File: src/rtl/dcache_repair_responder_pkg.sv
// Shared geometry, FSM state type and address helper for the data-cache repair responder.
package dcache_repair_responder_pkg;

    localparam int BLOCK_BITS   = 1024;
    localparam int WORD_BITS    = 32;
    localparam int BEATS        = BLOCK_BITS / WORD_BITS;
    localparam int BLK_OFF_BITS = 7;

    typedef enum logic [2:0] {
        ST_IDLE    = 3'd0,
        ST_FETCH   = 3'd1,
        ST_SEND    = 3'd2,
        ST_RESOLVE = 3'd3,
        ST_DONE    = 3'd4
    } state_e;

    function automatic logic [31:0] block_align(input logic [31:0] addr);
        return {addr[31:BLK_OFF_BITS], {BLK_OFF_BITS{1'b0}}};
    endfunction

endpackage

File: src/rtl/dcache_fill_buffer.sv
// Word-slot fill buffer; block_nx exposes the contents including this cycle's clear/write.
module dcache_fill_buffer
    import dcache_repair_responder_pkg::*;
#(
    parameter int WORD_BITS = dcache_repair_responder_pkg::WORD_BITS,
    parameter int BEATS     = dcache_repair_responder_pkg::BEATS,
    parameter int SLOT_W    = $clog2(dcache_repair_responder_pkg::BEATS) + 1
) (
    input  logic                       clk,
    input  logic                       rst,
    input  logic                       clr,
    input  logic                       wr_en,
    input  logic [SLOT_W-1:0]          slot,
    input  logic [WORD_BITS-1:0]       wr_data,
    output logic [WORD_BITS*BEATS-1:0] block_nx
);

    logic [WORD_BITS*BEATS-1:0] block_r;

    // Next buffer contents: clear wins, otherwise only the addressed slot changes.
    always_comb begin
        block_nx = block_r;
        for (int i = 0; i < BEATS; i++) begin
            block_nx[i*WORD_BITS +: WORD_BITS] = clr ? {WORD_BITS{1'b0}} :
                ((wr_en && (slot == SLOT_W'(i))) ? wr_data : block_r[i*WORD_BITS +: WORD_BITS]);
        end
    end

    // Buffer storage.
    always_ff @(posedge clk or negedge rst) begin
        if (!rst) begin
            block_r <= {(WORD_BITS*BEATS){1'b0}};
        end else begin
            block_r <= block_nx;
        end
    end

endmodule

File: src/rtl/dcache_repair_responder.sv
// Services a cache-miss repair: fetches one block beat by beat, presents it once, then resolves.
module dcache_repair_responder
    import dcache_repair_responder_pkg::*;
#(
    parameter int BLOCK_BITS = dcache_repair_responder_pkg::BLOCK_BITS,
    parameter int WORD_BITS  = dcache_repair_responder_pkg::WORD_BITS,
    parameter int BEATS      = BLOCK_BITS / WORD_BITS
) (
    input  logic                    clk,
    input  logic                    rst,
    input  logic                    read_repair_request,
    input  logic [31:0]             missed_addr,
    output logic [BLOCK_BITS-1:0]   wdata,
    output logic [31:0]             waddr,
    output logic                    waddr_valid,
    output logic [BLOCK_BITS/8-1:0] wmask,
    output logic                    sent_repair,
    output logic                    repair_resolved,
    output logic                    mem_req_valid,
    output logic [31:0]             mem_req_addr,
    input  logic                    mem_req_ready,
    input  logic                    mem_resp_valid,
    input  logic [WORD_BITS-1:0]    mem_resp_data
);

    localparam int               CNT_W   = $clog2(BEATS) + 1;
    localparam int               MASK_W  = BLOCK_BITS / 8;
    localparam logic [CNT_W-1:0] BEATS_C = CNT_W'(BEATS);
    localparam logic [CNT_W-1:0] ONE_C   = CNT_W'(1);

    state_e                  state_r, state_nx;
    logic [CNT_W-1:0]        issue_cnt_r, issue_nx;
    logic [CNT_W-1:0]        recv_cnt_r, recv_nx;
    logic [31:0]             base_r, base_nx;
    logic                    buf_clr_s;
    logic                    issue_fire_s;
    logic                    resp_fire_s;
    logic [BLOCK_BITS-1:0]   buf_nx_s;

    logic [BLOCK_BITS-1:0]   wdata_r;
    logic [31:0]             waddr_r;
    logic                    waddr_valid_r;
    logic [MASK_W-1:0]       wmask_r;
    logic                    sent_repair_r;
    logic                    repair_resolved_r;
    logic                    mem_req_valid_r;
    logic [31:0]             mem_req_addr_r;

    // A response only counts against an outstanding request, so recv_cnt can never pass issue_cnt.
    assign issue_fire_s = mem_req_valid_r && mem_req_ready;
    assign resp_fire_s  = (state_r == ST_FETCH) && mem_resp_valid && (recv_cnt_r != issue_cnt_r);

    dcache_fill_buffer #(
        .WORD_BITS (WORD_BITS),
        .BEATS     (BEATS),
        .SLOT_W    (CNT_W)
    ) u_fill_buffer (
        .clk      (clk),
        .rst      (rst),
        .clr      (buf_clr_s),
        .wr_en    (resp_fire_s),
        .slot     (recv_cnt_r),
        .wr_data  (mem_resp_data),
        .block_nx (buf_nx_s)
    );

    // Next-state, counter and base-address logic.
    always_comb begin
        state_nx  = state_r;
        issue_nx  = issue_cnt_r;
        recv_nx   = recv_cnt_r;
        base_nx   = base_r;
        buf_clr_s = 1'b0;
        case (state_r)
            ST_IDLE: begin
                if (read_repair_request) begin
                    base_nx   = block_align(missed_addr);
                    issue_nx  = {CNT_W{1'b0}};
                    recv_nx   = {CNT_W{1'b0}};
                    buf_clr_s = 1'b1;
                    state_nx  = ST_FETCH;
                end else begin
                    state_nx  = ST_IDLE;
                end
            end
            ST_FETCH: begin
                issue_nx = issue_fire_s ? (issue_cnt_r + ONE_C) : issue_cnt_r;
                recv_nx  = resp_fire_s ? (recv_cnt_r + ONE_C) : recv_cnt_r;
                state_nx = (recv_nx == BEATS_C) ? ST_SEND : ST_FETCH;
            end
            ST_SEND:    state_nx = ST_RESOLVE;
            ST_RESOLVE: state_nx = ST_DONE;
            // DONE ignores the request so one still held from the handshake is not re-serviced.
            ST_DONE:    state_nx = ST_IDLE;
            default:    state_nx = ST_IDLE;
        endcase
    end

    // Control state registers.
    always_ff @(posedge clk or negedge rst) begin
        if (!rst) begin
            state_r     <= ST_IDLE;
            issue_cnt_r <= {CNT_W{1'b0}};
            recv_cnt_r  <= {CNT_W{1'b0}};
            base_r      <= 32'd0;
        end else begin
            state_r     <= state_nx;
            issue_cnt_r <= issue_nx;
            recv_cnt_r  <= recv_nx;
            base_r      <= base_nx;
        end
    end

    // Registered outputs, computed from next-state values so they line up with the state.
    always_ff @(posedge clk or negedge rst) begin
        if (!rst) begin
            wdata_r           <= {BLOCK_BITS{1'b0}};
            waddr_r           <= 32'd0;
            waddr_valid_r     <= 1'b0;
            wmask_r           <= {MASK_W{1'b0}};
            sent_repair_r     <= 1'b0;
            repair_resolved_r <= 1'b0;
            mem_req_valid_r   <= 1'b0;
            mem_req_addr_r    <= 32'd0;
        end else begin
            waddr_valid_r     <= (state_nx == ST_SEND);
            sent_repair_r     <= (state_nx == ST_SEND);
            wmask_r           <= (state_nx == ST_SEND) ? {MASK_W{1'b1}} : {MASK_W{1'b0}};
            repair_resolved_r <= (state_nx == ST_RESOLVE);
            mem_req_valid_r   <= (state_nx == ST_FETCH) && (issue_nx < BEATS_C);
            mem_req_addr_r    <= base_nx + 32'({issue_nx, 2'b00});
            if (state_nx == ST_SEND) begin
                wdata_r <= buf_nx_s;
                waddr_r <= base_nx;
            end else begin
                wdata_r <= wdata_r;
                waddr_r <= waddr_r;
            end
        end
    end

    assign wdata           = wdata_r;
    assign waddr           = waddr_r;
    assign waddr_valid     = waddr_valid_r;
    assign wmask           = wmask_r;
    assign sent_repair     = sent_repair_r;
    assign repair_resolved = repair_resolved_r;
    assign mem_req_valid   = mem_req_valid_r;
    assign mem_req_addr    = mem_req_addr_r;

endmodule

File: config.mk
export PLATFORM = sky130hd
export DESIGN_NAME = dcache_repair_responder
export DESIGN_NICKNAME = d
export VERILOG_FILES = /design/src/rtl/dcache_repair_responder_pkg.sv /design/src/rtl/dcache_fill_buffer.sv /design/src/rtl/dcache_repair_responder.sv
export SDC_FILE = /design/constraint.sdc
export NUM_CORES = 2
export LEC_CHECK = 0
export CAP_MARGIN = 5
export CORE_AREA = 5 5 498 500
export CTS_CLUSTER_SIZE = 40
export DETAILED_ROUTE_END_ITERATION = 10
export DIE_AREA = 0 0 503 505
export SETUP_SLACK_MARGIN = 0.02
export SYNTH_ARGS = -nofsm -noshare
export SYNTH_HDL_FRONTEND = slang
export SYNTH_HIERARCHICAL = 1
export SYNTH_SLANG_ARGS = --single-unit
export TNS_END_PERCENT = 10
File: constraint.sdc
create_clock -name clk -period 3.75 [get_ports clk]
set_input_delay 0.75 -clock clk [delete_from_list [all_inputs] [get_ports clk]]
set_output_delay 0.75 -clock clk [all_outputs]
set_load 0.01 [all_outputs]
* After elaboration in Yosys (flattened, before gate mapping) *
Index checks and enable logic that the tools add are counted.

cells by class
  $add $sub $neg = 3
  order comparisons = 1
  eq/ne operators = 40
  muxes and demuxes = 78
  reduce and logical (&&, ||, !) cells = 40

operators by type and width
  cell                   count
  $mux W32               66
  $mux W128              1
  $eq A6 B5 Y1 const B   16
  $eq A6 B4 Y1 const B   8
  $logic_and A1 B1 Y1    36
  $add A32 B8 Y32        1
  $eq A6 B3 Y1 const B   4
  $mux W6                4
  $pmux W6 S2            2
  $add A6 B1 Y6 const B  2
  $eq A3 B2 Y1 const B   4
  $eq A6 B2 Y1 const B   2
  $pmux W3 S4            1
  $eq A3 B1 Y1 const B   2
  $eq A6 B1 Y1 const B   1
  $eq A6 B6 Y1 const B   1
  $logic_not A6 Y1       1
  $lt A6 B6 Y1 const B   1
  $ne A6 B6 Y1           1
  $logic_not A3 Y1       1
  $mux W1                3
  $mux W2                1
  $ne A2 B2 Y1 const B   1
  $reduce_and A2 Y1      1
  $reduce_bool A2 Y1     1

storage, ports and cells
  register bits = 2,290
  input bits = 69

* Logic depth before layout (Yosys ltp) *
  depth in word-level cells = 9
  gate-level depth with buffers = 15
  gate-level depth less buffers = 13

* Hierarchy *
The synthesis kept the hierarchy.

by module, submodules not included
  module                   times used  cells an instance  area each (µm²)  sequential area each (µm²)
  dcache_fill_buffer       1           3,468              44,218.7         25,624.6
  dcache_repair_responder  1           2,737              43,860.8         28,427.3

* Least setup slack after synthesis *
No wires, ideal clock.

  path type = input port to flip-flop
  start = in read_repair_request
  end = reg mem_req_addr_r[31], in the netlist mem_req_addr[31]
  setup time = 0.079 ns
  arrival = 3.893 ns
  required time = 3.671 ns
  slack = -0.222 ns
  stages = 14
  buffers on the path = 4
  path through = or4b_2 -> inv_1 -> buf_2 -> clkbuf_1 -> clkbuf_1 -> nor2_1 -> ha_1 -> o21a_1 -> nor2_1 -> a21oi_1 -> and4_1 -> clkbuf_1 -> nor4bb_1 -> xor2_1

on the way
  word-level cells in the longest chain between the ends = 3

ends and longest elaborated chain
  element                 line                            source
  start: declaration      dcache_repair_responder.sv:11   input logic read_repair_request,
  $mux W6                 dcache_repair_responder.sv:76   if (read_repair_request) begin
  $pmux W6 S2             dcache_repair_responder.sv:74   case (state_r)
  named net issue_nx[5]   dcache_repair_responder.sv:32   logic [CNT_W-1:0] issue_cnt_r, issue_nx;
  $add A32 B8 Y32         dcache_repair_responder.sv:131  mem_req_addr_r <= base_nx + 32'({issue_nx, 2'b00});
  end signal: assignment  dcache_repair_responder.sv:131
  end: declaration        dcache_repair_responder.sv:47   logic [31:0] mem_req_addr_r;

The timed path passes the listed nets, and every way through them passes these cells.
A chain may end at the register's enable or synchronous reset.

* Worst setup path in the final report *
  start = reg state_r[2]
  end = reg wdata_r[541], in the netlist wdata[541]

RTL lines
  element                            line                            source
  start: declaration                 dcache_repair_responder.sv:31   state_e state_r, state_nx;
  start signal: assignment           dcache_repair_responder.sv:107  state_r <= state_nx;
  $eq A3 B1 Y1                       dcache_repair_responder.sv:51   assign resp_fire_s = (state_r == ST_FETCH) && mem_resp_valid && (recv_cnt_r != issue_cnt_r);
  $logic_and A1 B1 Y1 (2 in series)  dcache_repair_responder.sv:51
  $logic_and A1 B1 Y1                dcache_fill_buffer.sv:25        ((wr_en && (slot == SLOT_W'(i))) ? wr_data : block_r[i*WORD_BITS +: WORD_BITS]);
  $mux W32                           dcache_fill_buffer.sv:25
  $mux W32 *                         dcache_fill_buffer.sv:24        block_nx[i*WORD_BITS +: WORD_BITS] = clr ? {WORD_BITS{1'b0}} :
  named net buf_nx_s[541]            dcache_repair_responder.sv:38   logic [BLOCK_BITS-1:0] buf_nx_s;
  end signal: assignment             dcache_repair_responder.sv:117  wdata_r <= {BLOCK_BITS{1'b0}};
  end signal: assignment             dcache_repair_responder.sv:133  wdata_r <= buf_nx_s;
  end signal: assignment             dcache_repair_responder.sv:136  wdata_r <= wdata_r;
  end: declaration                   dcache_repair_responder.sv:40   logic [BLOCK_BITS-1:0] wdata_r;

Mark *: on every way through the listed nets, which the timed path passes. The rest lies on a longest branch.

==> run_results.csv <==
group,metric,value,unit
final_layout,n_fill_cell,21170,
routing,post_drt_wl_per_cell,27.28,um
power_and_ir_drop,total_power,55.87,mW
setup_path,crit_top_cell,"buf_4",
setup_path,critPathSlowestCell,"or4b_2",
synth,syn-num-nets,6283,
global_route,grt_overflow,0,
placed_design,dpl.hpwl,204700,um
synth,yosysWarnings,6,
clocking,clkSlewWorstSetupHoldPaths,0.06,ns
outcome,status,"finished clean",
synth,synth_edf_count,0,
setup_path,max_stage_delay,0.78,ns
placed_design,routabilityCongestion,0.8292,
setup_path,arrival,4.17,ns
sta,fmax,290.0,MHz
floorplanning,start_util,0.3631,
setup_path,cp_cell_sequence,"or4b_2, buf_4, buf_4, inv_8, buf_4, buf_12, nand2b_4, buf_12, mux2i_1, mux2_2",
sta,whs,0.4879,ns
floorplanning,num_io_pins,1289,
final_layout,nets,7618,
synth,ys_types,61,
power_and_ir_drop,peakVddDrop,0.4586,mV
global_route,grt_pass1_vias,57540,
global_route,grt_usage,0.2303,
clocking,cts_sinks,2160,
sta,rsz0062_at_grt,"no",
synth,avgSynthCellArea,14.19,um^2
synth,synth_top_area_cell,"dfrtp_1",
clocking,cts_tree,"built",
synth,ys_async_sr_fraction,1.000,
clocking,root_buffer,"clkbuf_16",
synth,synthTopCellsByCount,"dfrtp_1 (2,160), nand2b_1 (1,058), mux2i_1 (1,033)",
global_route,grt_first_pass_wirelength,427300,um
routing,avgViaCountPerCell,4.956,
sta,period_share,0.9195,
synth,synth_ff_type,"dfrtp_1",
clocking,clk_latency,0.88,ns
floorplanning,die_h,505,um
placed_design,io_buffer_count,1281,
clocking,h-tree-depth,4,
setup_path,cp_top_family,"simple AND/OR/NAND/NOR gates",
sta,fin_skew,0.07531,ns
floorplanning,core_area,0.2425,mm^2
clocking,cts_post_setup_buffers_inserted,0,
final_layout,utilization,0.4729,
sta,drv_slew,0,
sta,hold_viol,0,
setup_path,worstPathRequired,4.47,ns
routing,vias,54280,
global_route,grt_start_max_net_pins,139,
setup_path,timing.critical_path.buf_inv,6,
flow_run,maxCapViolCount,0,
setup_path,critPathLaunchType,"register",
power_and_ir_drop,power_density,487.0,mW/mm^2
global_route,antenna_found_initial,22,
floorplanning,dieArea,0.2540,mm^2
sta,period_needed,3.448,ns
floorplanning,die_w,503,um
synth,ys_ff_latch,2160,
routing,drc,0,
setup_path,critPathKind,"reg -> reg",
synth,syn-instance-count,6205,
min_path,hold_path.class,"in -> async",
clocking,clk_path_buf_depth,3,
setup_path,crit_path_end_kind,"register",
routing,routed_wl,298700,um
synth,ys_seq_area_frac,0.6137,
synth,synthesis.area,0.08808,mm^2
setup_path,cp_max_fo,62,
routing,drt_iter0_drc,3152,
routing,drtAntennaViolNets,0,
sta,slew_headroom,0.3543,
power_and_ir_drop,power.leakage,59.78,nW
sta,worst_slew_pin_slew,0.9686,ns
floorplanning,row_count,181,
synth,yosys-top-cells-area,"dfrtp_1 (61%), mux2_2 (12%), mux2i_1 (12%), nand2b_1 (7.5%), mux2_1 (1.7%)",
clocking,numCtsBuffers,222,
synth,yosysMostFrequentCell,"dfrtp_1",
routing,dr.pass1.iters,5,
final_layout,areaGrowthSynthToFinish,30.23,%
final_layout,drive_above_1_share,0.2301,
sta,setup-violations-final,0,
synth,synth_top_area_frac,0.6137,
[metal layers]
layer,wire length [um],global-route usage,vias up
li1,-,-,23550
met1,130400,0.3133,28700
met2,139700,0.3688,1665
met3,18890,0.04956,361
met4,9771,0.07238,0
met5,0,0,-
[power breakdown]
group          switching, mW  total [mW]  internal (mW)
combinational           4.16        6.90           2.75
clock                   9.67        23.1           13.4
sequential             0.618        25.9           25.3
total                   14.4        55.9           41.4
[worst reg2reg max path: stages (launching register included)]
cell and delay [ns]:
dfrtp_1 0.44, or4b_2 0.78, buf_4 0.19, buf_4 0.16, inv_8 0.06, buf_4 0.26
buf_12 0.27, nand2b_4 0.46, buf_12 0.27, mux2i_1 0.13, mux2_2 0.28
[state kept, by name (all words and copies together), names as in the netlist, 3 cells and up]
| register | count |
|---|---|
| base_r | 30 |
| issue_cnt_r | 6 |
| u_fill_buffer/block_r | 1024 |
| recv_cnt_r | 6 |
| wdata | 1024 |
| waddr | 32 |
| mem_req_addr | 32 |
| state_r | 3 |
[worst paths after layout]
kind                                  from         end  slack [ns]  depth (start not counted)
max                             state_r[2]  wdata[541]        0.30                         10
min                                    rst  wdata[446]        0.49                          2
max reg2reg                     state_r[2]  wdata[541]        0.30                         10
min reg2reg                     wdata[848]  wdata[848]        0.49                          1
max in group asynchronous              rst    wdata[0]        1.79                          4
min in group clk           missed_addr[31]  base_r[31]        0.49                          3
[stage by stage]
| step | worst slack [ns] | instance area (um^2) | cells | setup TNS, ns |
|---|---|---|---|---|
| after floorplan | 0.08239 | 88090 | 6205 | 0 |
| after global placement | -0.4565 | 106900 | 10520 | -196.46 |
| after detailed placement | -0.4828 | 106900 | 10520 | -209.91 |
| after CTS | 0.2423 | 114700 | 10930 | 0 |
| after global routing | 0.2040 | 114700 | 10930 | 0 |
| final | 0.3020 | 114700 | 10950 | 0 |
[kinds of logic after synthesis]
family | synth area share
DFF | 0.6137
muxes | 0.2529
and+or+nand+nor | 0.08769
buffers and inverters | 0.03749
AOI/OAI and AO/OA | 0.003395
xor gates and xnor gates | 0.003480
adders and majority gates | 0.001364
[cell usage in the layout (no fill, tap or decap), types with 3 or more instances in the layout]
cell             instances
nand2_4                  3
nor2_1                  10
nand2b_2                16
mux2_2                 928
clkbuf_8                59
o21ai_0                 11
a21oi_1                 11
dfrtp_1               2159
xnor2_1                 20
ha_1                     8
nand2b_1              1026
nor3_1                   4
nor2b_1                  3
nand4_1                 11
clkinv_16                9
diode_2                 22
inv_16                   3
buf_12                 153
nand2b_4                16
and2_1                  13
buf_4                  254
o21a_1                   3
and4_1                   4
clkdlybuf4s50_1       1280
clkinv_2                42
and4b_1                  4
mux2_1                 132
clkbuf_16              222
mux2i_1               1033
nand2_2                 28
xor2_1                  15
nand2_1                 83
bufinv_16               18
nand3_1                 23
inv_1                   15
and3_1                   3
clkbuf_1                52
[area by class of cell]
cell class | count | area (um^2) | area share
tap | 3202 | 4006 | 0.03493
antenna | 22 | 55.05 | 0.0004799
inverter | 17 | 71.32 | 0.0006217
clock buffer | 333 | 6563 | 0.05721
multi-input combinational | 3450 | 30990 | 0.2701
timing repair buffer | 1689 | 17820 | 0.1553
sequential | 2160 | 54060 | 0.4712
clock inverter | 79 | 1150 | 0.01002
[repair_timing]
item                       in CTS  in global routing
hold buffers                    1                  0
setup endpoints to repair       0                  0
hold endpoints to repair       57                  0
resized for setup               0                  0
Power figures use the tool's default switching activity.
